`src/rtl/hazard_stall_ctrl_pkg.sv`:
```
// Shared types and constants for the pipeline stall/flush controller.
// Purely declarative: no latency, no backpressure.
package hazard_stall_ctrl_pkg;

    typedef enum logic [1:0] {
        ST_RUN      = 2'd0,
        ST_MEM_WAIT = 2'd1,
        ST_TIMEOUT  = 2'd2
    } state_e;

    localparam logic [4:0] REG_ZERO = 5'd0;

    function automatic logic src_match(input logic use_src,
                                       input logic [4:0] src,
                                       input logic [4:0] dst);
        return use_src && (src == dst);
    endfunction

endpackage

```
`src/rtl/hazard_stall_ctrl_sat_counter.sv`:
```
// Saturating up-counter with asynchronous clear; holds at all-ones instead of wrapping.
// Count visible one cycle after i_inc; never backpressures.
module hazard_stall_ctrl_sat_counter #(
    parameter int W = 16
) (
    input  logic         clk,
    input  logic         rst_n,
    input  logic         i_inc,
    output logic [W-1:0] o_cnt
);

    localparam logic [W-1:0] CNT_MAX = '1;

    logic [W-1:0] r_cnt;

    always_ff @(posedge clk or negedge rst_n) begin
        if (!rst_n) begin
            r_cnt <= '0;
        end else if (i_inc && (r_cnt != CNT_MAX)) begin
            r_cnt <= r_cnt + W'(1);
        end
    end

    assign o_cnt = r_cnt;

endmodule

```
`src/rtl/hazard_stall_ctrl.sv`:
```
// Stall/flush controller for load-use, taken-branch redirect and data-memory wait hazards.
// Mealy outputs: combinational from registered state plus current inputs; a stuck memory goes fatal.
module hazard_stall_ctrl
    import hazard_stall_ctrl_pkg::*;
#(
    parameter int MAX_WAIT = 16,
    parameter int CNT_W    = 16
) (
    input  logic             clk,
    input  logic             rst_n,
    input  logic [4:0]       i_id_rs1,
    input  logic [4:0]       i_id_rs2,
    input  logic             i_id_use_rs1,
    input  logic             i_id_use_rs2,
    input  logic [4:0]       i_ex_wr,
    input  logic             i_ex_we,
    input  logic             i_ex_is_load,
    input  logic             i_ex_branch_taken,
    input  logic             i_mem_req,
    input  logic             i_mem_ready,
    output logic             o_pc_stall,
    output logic             o_if_id_stall,
    output logic             o_if_id_flush,
    output logic             o_id_ex_stall,
    output logic             o_id_ex_flush,
    output logic             o_ex_mem_stall,
    output logic             o_mem_wb_bubble,
    output logic             o_mem_timeout,
    output logic [CNT_W-1:0] o_stall_cycles
);

    localparam int              WC_W       = $clog2(MAX_WAIT + 1);
    localparam logic [WC_W-1:0] WAIT_LIMIT = WC_W'(MAX_WAIT);

    state_e          r_state;
    state_e          w_state_nxt;
    logic [WC_W-1:0] r_wait_cnt;
    logic [WC_W-1:0] w_wait_cnt_nxt;

    logic w_lu;
    logic w_wait;
    logic w_freeze;

    assign w_lu = i_ex_is_load && i_ex_we && (i_ex_wr != REG_ZERO) &&
                  (src_match(i_id_use_rs1, i_id_rs1, i_ex_wr) ||
                   src_match(i_id_use_rs2, i_id_rs2, i_ex_wr));

    // mem_ready on its own (no request) never matters
    assign w_wait = i_mem_req && !i_mem_ready;

    always_ff @(posedge clk or negedge rst_n) begin
        if (!rst_n) begin
            r_state    <= ST_RUN;
            r_wait_cnt <= '0;
        end else begin
            r_state    <= w_state_nxt;
            r_wait_cnt <= w_wait_cnt_nxt;
        end
    end

    always_comb begin
        w_state_nxt    = r_state;
        w_wait_cnt_nxt = r_wait_cnt;
        case (r_state)
            ST_RUN: begin
                if (w_wait) begin
                    w_state_nxt    = ST_MEM_WAIT;
                    w_wait_cnt_nxt = WC_W'(1);
                end
            end
            ST_MEM_WAIT: begin
                if (!w_wait) begin
                    w_state_nxt    = ST_RUN;
                    w_wait_cnt_nxt = '0;
                end else if (r_wait_cnt == WAIT_LIMIT) begin
                    w_state_nxt = ST_TIMEOUT;
                end else begin
                    w_wait_cnt_nxt = r_wait_cnt + WC_W'(1);
                end
            end
            ST_TIMEOUT: begin
                w_state_nxt = ST_TIMEOUT;
            end
            default: begin
                w_state_nxt    = ST_RUN;
                w_wait_cnt_nxt = '0;
            end
        endcase
    end

    // A held EX branch stays asserted through a freeze and is applied once it lifts
    assign w_freeze = (r_state == ST_TIMEOUT) || w_wait;

    always_comb begin
        o_pc_stall      = 1'b0;
        o_if_id_stall   = 1'b0;
        o_if_id_flush   = 1'b0;
        o_id_ex_stall   = 1'b0;
        o_id_ex_flush   = 1'b0;
        o_ex_mem_stall  = 1'b0;
        o_mem_wb_bubble = 1'b0;
        if (rst_n) begin
            if (w_freeze) begin
                o_pc_stall      = 1'b1;
                o_if_id_stall   = 1'b1;
                o_id_ex_stall   = 1'b1;
                o_ex_mem_stall  = 1'b1;
                o_mem_wb_bubble = 1'b1;
            end else if (i_ex_branch_taken) begin
                o_if_id_flush = 1'b1;
                o_id_ex_flush = 1'b1;
            end else if (w_lu) begin
                o_pc_stall    = 1'b1;
                o_if_id_stall = 1'b1;
                o_id_ex_flush = 1'b1;
            end
        end
    end

    assign o_mem_timeout = (r_state == ST_TIMEOUT);

    hazard_stall_ctrl_sat_counter #(
        .W (CNT_W)
    ) u_stall_cnt (
        .clk   (clk),
        .rst_n (rst_n),
        .i_inc (o_pc_stall),
        .o_cnt (o_stall_cycles)
    );

endmodule
```
`config.mk`:
```
export PLATFORM = sky130hd
export DESIGN_NAME = hazard_stall_ctrl
export DESIGN_NICKNAME = d
export VERILOG_FILES = /design/src/rtl/hazard_stall_ctrl_pkg.sv /design/src/rtl/hazard_stall_ctrl_sat_counter.sv /design/src/rtl/hazard_stall_ctrl.sv
export SDC_FILE = /design/constraint.sdc
export NUM_CORES = 1
export LEC_CHECK = 0
export CORE_AREA = 2 2 62 64
export DETAILED_ROUTE_END_ITERATION = 8
export DIE_AREA = 0 0 64 66
export PLACE_DENSITY_LB_ADDON = 0.2
export SLEW_MARGIN = 20
export SYNTH_ARGS = -nofsm -noshare
export SYNTH_HDL_FRONTEND = slang
export SYNTH_SLANG_ARGS = --single-unit
```
`constraint.sdc`:
```
create_clock -name clk -period 1.9 [get_ports clk]
set_input_delay 0.285 -clock clk [delete_from_list [all_inputs] [get_ports clk]]
set_output_delay 0.285 -clock clk [all_outputs]
set_load 0.02 [all_outputs]
```
=== After elaboration in Yosys (flattened, before gate mapping) ===
Cells that the tools add are included.

* Register bits after elaboration: 23
* Input port bits: 24
* Output and inout bits: 24
* Logic and storage cells: 49

* Add/subtract/negate cells: 2
* Eq/ne operators: 9
* Muxes and demuxes: 20
* Bitwise gates (word level): 1
* Reduce and logical (&&, ||, !) cells: 14

{| class="wikitable"
|+ Operators by type and width
! cell !! number
|-
| $add A16 B1 Y16 const B || 1
|-
| $ne A16 B16 Y1 const B || 1
|-
| $mux W5 || 3
|-
| $pmux W5 S3 || 1
|-
| $mux W1 || 12
|-
| $eq A5 B5 Y1 || 2
|-
| $logic_and A1 B1 Y1 || 7
|-
| $mux W2 || 3
|-
| $ne A3 B3 Y1 const B || 2
|-
| $pmux W2 S3 || 1
|-
| $add A5 B1 Y5 const B || 1
|-
| $eq A5 B5 Y1 const B || 1
|-
| $reduce_bool A5 Y1 || 1
|-
| $reduce_and A3 Y1 || 1
|-
| $eq A2 B1 Y1 const B || 1
|-
| $eq A2 B2 Y1 const B || 1
|-
| $logic_not A2 Y1 || 1
|-
| $logic_or A1 B1 Y1 || 2
|-
| $ne A2 B2 Y1 const B || 1
|-
| $reduce_and A2 Y1 || 1
|-
| $logic_not A1 Y1 || 1
|-
| $not A1 Y1 || 1
|}

=== Depth between registers and ports, before layout ===
* Depth after elaboration: 9
* Gate-level depth with buffers: 8
* Depth with buffers taken out: 8

=== Cells and area by module ===
From an unflattened synthesis, not the netlist that was laid out.

* Cells, all modules: 140
* Area, all modules: 1455.1 um^2

{| class="wikitable"
|+ Modules (own cells, without submodules)
! module !! instances !! cells each !! area an instance (um^2) !! sequential area each (um^2)
|-
| hazard_stall_ctrl_sat_counter || 1 || 72 || 859.6 || 400.4
|-
| hazard_stall_ctrl || 1 || 68 || 595.6 || 175.2
|}

=== Worst setup path after synthesis ===
No wires, ideal clock.

* Kind: register to output
* Start: register r_state[0]
* End: output o_pc_stall
* Arrival time: 2.070 ns
* Data required time: 1.615 ns
* Slack: -0.455 ns
* Cell stages (with the launch flop): 8
* Path buffers: 2
* Cells stage by stage: dfrtp_1 -> nor2b_1 -> a21oi_1 -> nor2b_1 -> a41oi_4 -> buf_6 -> inv_1 -> buf_4

* Word-level cells in the longest chain between the ends: 4

{| class="wikitable"
|+ Ends and longest elaborated chain
! element !! RTL line !! RTL
|-
| start, declared || hazard_stall_ctrl.sv:35 || <nowiki>state_e r_state;</nowiki>
|-
| start signal, assigned || hazard_stall_ctrl.sv:56 || <nowiki>r_state <= w_state_nxt;</nowiki>
|-
| $eq A2 B2 Y1 || -- ||
|-
| via o_mem_timeout || hazard_stall_ctrl.sv:28 || <nowiki>output logic o_mem_timeout,</nowiki>
|-
| $logic_or A1 B1 Y1 || hazard_stall_ctrl.sv:92 || <nowiki>assign w_freeze = (r_state == ST_TIMEOUT) || w_wait;</nowiki>
|-
| $mux W1 || hazard_stall_ctrl.sv:103 || <nowiki>if (w_freeze) begin</nowiki>
|-
| $mux W1 || hazard_stall_ctrl.sv:102 || <nowiki>if (rst_n) begin</nowiki>
|-
| end, declared || hazard_stall_ctrl.sv:21 || <nowiki>output logic o_pc_stall,</nowiki>
|}

The timed path passes the listed nets, and every way through them passes these cells.

=== Worst setup path after layout ===
* Start: input i_ex_wr[0]
* End: output o_if_id_stall

* Word-level cells in the longest chain between the ends: 8
* Elaborated cells between the ends (all ways): 12
* Those cells by class: eq/ne: 2; mux: 4; reduce/logical: 6

{| class="wikitable"
|+ Ends and longest elaborated chain
! element !! RTL line !! RTL
|-
| start, declared || hazard_stall_ctrl.sv:15 || <nowiki>input logic [4:0] i_ex_wr,</nowiki>
|-
| $eq A5 B5 Y1 || hazard_stall_ctrl_pkg.sv:16 || <nowiki>return use_src && (src == dst);</nowiki>
|-
| $logic_and A1 B1 Y1 || hazard_stall_ctrl_pkg.sv:16 ||
|-
| $logic_or A1 B1 Y1 || hazard_stall_ctrl.sv:45 || <nowiki>(src_match(i_id_use_rs1, i_id_rs1, i_ex_wr) ||</nowiki>
|-
| $logic_and A1 B1 Y1 * || hazard_stall_ctrl.sv:44 || <nowiki>assign w_lu = i_ex_is_load && i_ex_we && (i_ex_wr != REG_ZERO) &&</nowiki>
|-
| $mux W1 * || hazard_stall_ctrl.sv:112 || <nowiki>end else if (w_lu) begin</nowiki>
|-
| $mux W1 * || hazard_stall_ctrl.sv:109 || <nowiki>end else if (i_ex_branch_taken) begin</nowiki>
|-
| $mux W1 * || hazard_stall_ctrl.sv:103 ||
|-
| $mux W1 * || hazard_stall_ctrl.sv:102 ||
|-
| end, declared || hazard_stall_ctrl.sv:22 || <nowiki>output logic o_if_id_stall,</nowiki>
|}

Mark *: on every way between the ends. The rest lies on a longest branch, timed or not.

==> results.py <==
metrics = {
    "die": {
        "initial_core_util_pct": 39.1,
        "die_y_um": 66,
        "dieArea_mm2": 0.00422,
        "design.core.area_mm2": 0.00355,
        "dieWidth_um": 64,
        "io_pins": 48,
        "rows": 22,
    },
    "yosys": {
        "synth_edf_count": 0,
        "syn_nets": 165,
        "synth_top_cell_by_area": "dfrtp_1",
        "synthTopCellsByArea": "dfrtp_1, xnor2_1, xor2_1",
        "synth_top_flop_cell": "dfrtp_1",
        "yosys.area.top_type_share_pct": 41.5,
        "synthTopCellsByCount": "dfrtp_1, nand2_1, xnor2_1, xor2_1, nand3_1",
        "avgSynthCellArea_um2": 10.1,
        "yosysSeqAreaShare_pct": 41.5,
        "synth.most_common_cell": "dfrtp_1",
        "yosysWarnings": 0,
        "ys_types": 34,
        "netlist_instances": 138,
        "netlist_area_mm2": 0.00139,
        "async_flop_share_pct": 100,
        "synth_seq_cells": 23,
    },
    "setup_path": {
        "cp-start-kind": "input port",
        "worstPathRequired_ns": 1.62,
        "setup.worst_path.end_class": "output port",
        "path_class": "in -> out",
        "crit_path_max_fanout": 3,
        "critical_path_arrival_ns": 1.61,
        "r2r_slack_ns": 0.10,
    },
    "grt": {
        "first_global_vias": 1437,
        "grt_pass1_wl_um": 6180,
        "grt_overflow": 0,
        "antenna_found_initial": 0,
        "grt_start_max_net_pins": 13,
        "grt_use_total_pct": 18.5,
    },
    "outcome": {
        "status": "finished clean",
    },
    "power_and_ir_drop": {
        "p_sw_share_pct": 33.1,
        "ir_drop_mv": 0.510,
        "p_per_area_mw_per_mm2": 590,
        "clkPwrFrac_pct": 15.6,
        "leakage_nw": 1.11,
        "p_comb_share_pct": 39.2,
        "p_seq_share_pct": 45.2,
        "switchingPower_w": 0.000457,
        "internal_power_w": 0.000924,
    },
    "drt": {
        "routedWlPerCell_um": 13.4,
        "drt_iter0_markers": 27,
        "routed_wl_um": 3710,
        "ant_nets": 0,
        "dr.pass1.iters": 4,
        "vias": 1376,
        "drc": 0,
        "avgViaCountPerCell": 4.97,
    },
    "sta": {
        "rsz0062_at_grt": "true",
        "slew_headroom_pct": 77.7,
        "setup_viol": 0,
        "slew_violations": 0,
        "post-route-min-period_ns": 1.90,
        "hold_violations": 0,
        "fmax_mhz": 527,
        "clock-skew-final_ns": 0.0127,
        "finalCritPeriodShare_pct": 99.8,
        "tightest_slew_ns": 0.332,
    },
    "clock_tree": {
        "htree_num_levels": 1,
        "clkLatencyLatePin_ns": 0.31,
        "cts-buffers-inserted": 3,
        "clkSinkCount": 23,
        "clk_pin_slew_ns": 0.11,
        "cts_buffer_depth": 2,
        "hold_buffers": 0,
        "cts-root-buf": "clkbuf_4",
        "cts_tree": "done",
    },
    "layout": {
        "final-seq-area_um2": 578,
        "instances_no_fill": 277,
        "fillers": 284,
        "layout-drive-gt1-share_pct": 37.6,
        "antenna_cells": 0,
        "multi_input_area_um2": 860,
        "syn2layout_area_growth_pct": 68.7,
        "fin_area_mm2": 0.00234,
        "layout.nets": 257,
    },
    "place": {
        "dpl.cell_count": 261,
        "port_buffers": 47,
        "placed_cell_area_mm2": 0.00215,
        "dpl.hpwl_um": 2720,
        "gp_congestion": 0.808,
    },
    "run": {
        "drv_cap": 0,
    },
    "min_path": {
        "hold_class": "in -> async",
    },
}
[kinds of logic after synthesis]
| group | Yosys count | synth area share, % |
|---|---|---|
| simple gates | 58 | 24.6 |
| fa+ha+maj | 3 | 2.71 |
| xor+xnor | 24 | 15.1 |
| compound gates | 16 | 9.56 |
| mux | 2 | 1.89 |
| flops | 23 | 41.5 |
| buf+inv | 12 | 4.60 |
[metrics by stage]
| stage | power, W | util, % | hold slack (ns) | setup slack [ns] | setup TNS (ns) |
|---|---|---|---|---|---|
| floorplan | 0.000864 | - | -0.0106 | -0.0819 | -0.0819 |
| global placement | 0.00114 | 60.6 | 0.487 | -0.689 | -9.53 |
| detailed placement | 0.00116 | 60.6 | 0.494 | -0.713 | -10.46 |
| CTS | 0.00139 | 64.2 | 0.184 | -0.0370 | -0.0725 |
| global route | 0.00148 | 65.9 | 0.156 | -0.0670 | -0.133 |
| finish | 0.00138 | 65.9 | 0.193 | 0.00389 | 0 |
[worst max-delay path: stages]
cell     delay [ns]
buf_2          0.12
or3_4          0.39
o311a_4        0.33
a41oi_4        0.27
inv_2          0.08
buf_6          0.14
[state kept, by name, indices dropped and copies added, names as in the netlist]
name and count:
r_state 2, u_stall_cnt.o_cnt 16, r_wait_cnt 5
[power groups by stage]
| stage | registers [W] | logic, W | clock network [W] |
|---|---|---|---|
| 6_report | 0.000624 | 0.000541 | 0.000216 |
| 5_1_grt | 0.000635 | 0.000580 | 0.000264 |
| 4_1_cts | 0.000623 | 0.000543 | 0.000228 |
| 3_5_place_dp | 0.000631 | 0.000532 | 0 |
| 3_3_place_gp | 0.000626 | 0.000517 | 0 |
| 2_1_floorplan | 0.000703 | 0.000161 | 0 |
[metal layers]
layer  wire length [um]  vias to the layer above  global-route usage (%)
li1                   -                      667                       -
met1               1500                      664                    20.9
met2               1920                       41                    34.6
met3                253                        4                    4.09
met4                 34                        0                    5.71
met5                  0                        -                       0
[worst paths after layout]
path                                         end  depth (start not counted)            startpoint
max                                o_if_id_stall                          6            i_ex_wr[0]
min                                r_wait_cnt[1]                          1                 rst_n
max reg2reg                u_stall_cnt.o_cnt[15]                          6  u_stall_cnt.o_cnt[1]
min reg2reg                 u_stall_cnt.o_cnt[5]                          1  u_stall_cnt.o_cnt[5]
max in group asynchronous  u_stall_cnt.o_cnt[15]                          3                 rst_n
min in group clk            u_stall_cnt.o_cnt[5]                          1  u_stall_cnt.o_cnt[5]
[cell usage in the layout, fill, tap and decap left out, drive strengths merged]
cell	count
a21boi	1
a21oi	5
a31o	1
a41oi	1
buf	51
clkbuf	8
clkdlybuf4s15	2
clkdlybuf4s50	24
dfrtp	23
dlygate4sd2	4
dlymetal6s2s	7
ha	3
inv	7
mux2	2
nand2	13
nand3	8
nand4	4
nor2	9
nor2b	2
nor3	6
nor3b	2
nor4	5
nor4b	3
nor4bb	1
o21ai	6
o22ai	1
o311a	1
or3	3
or4	1
or4b	1
xnor2	12
xor2	12
[cell type report]
| type | count | area share (%) |
|---|---|---|
| Multi-Input combinational cell | 103 | 36.7 |
| Timing Repair Buffer | 92 | 33.8 |
| Clock buffer | 4 | 1.12 |
| Tap cell | 48 | 2.57 |
| Inverter | 7 | 1.12 |
| Sequential cell | 23 | 24.7 |
[what timing repair did]
item                                    in CTS  in global routing
setup buffers                                9                  2
gates resized for setup                     49                 25
endpoints found under the setup margin      23                 21
pin swaps                                   15                 16
hold endpoints to repair                     0                  0
gates cloned                                 1                  0
No activity file was read; power rests on OpenSTA's default activity.
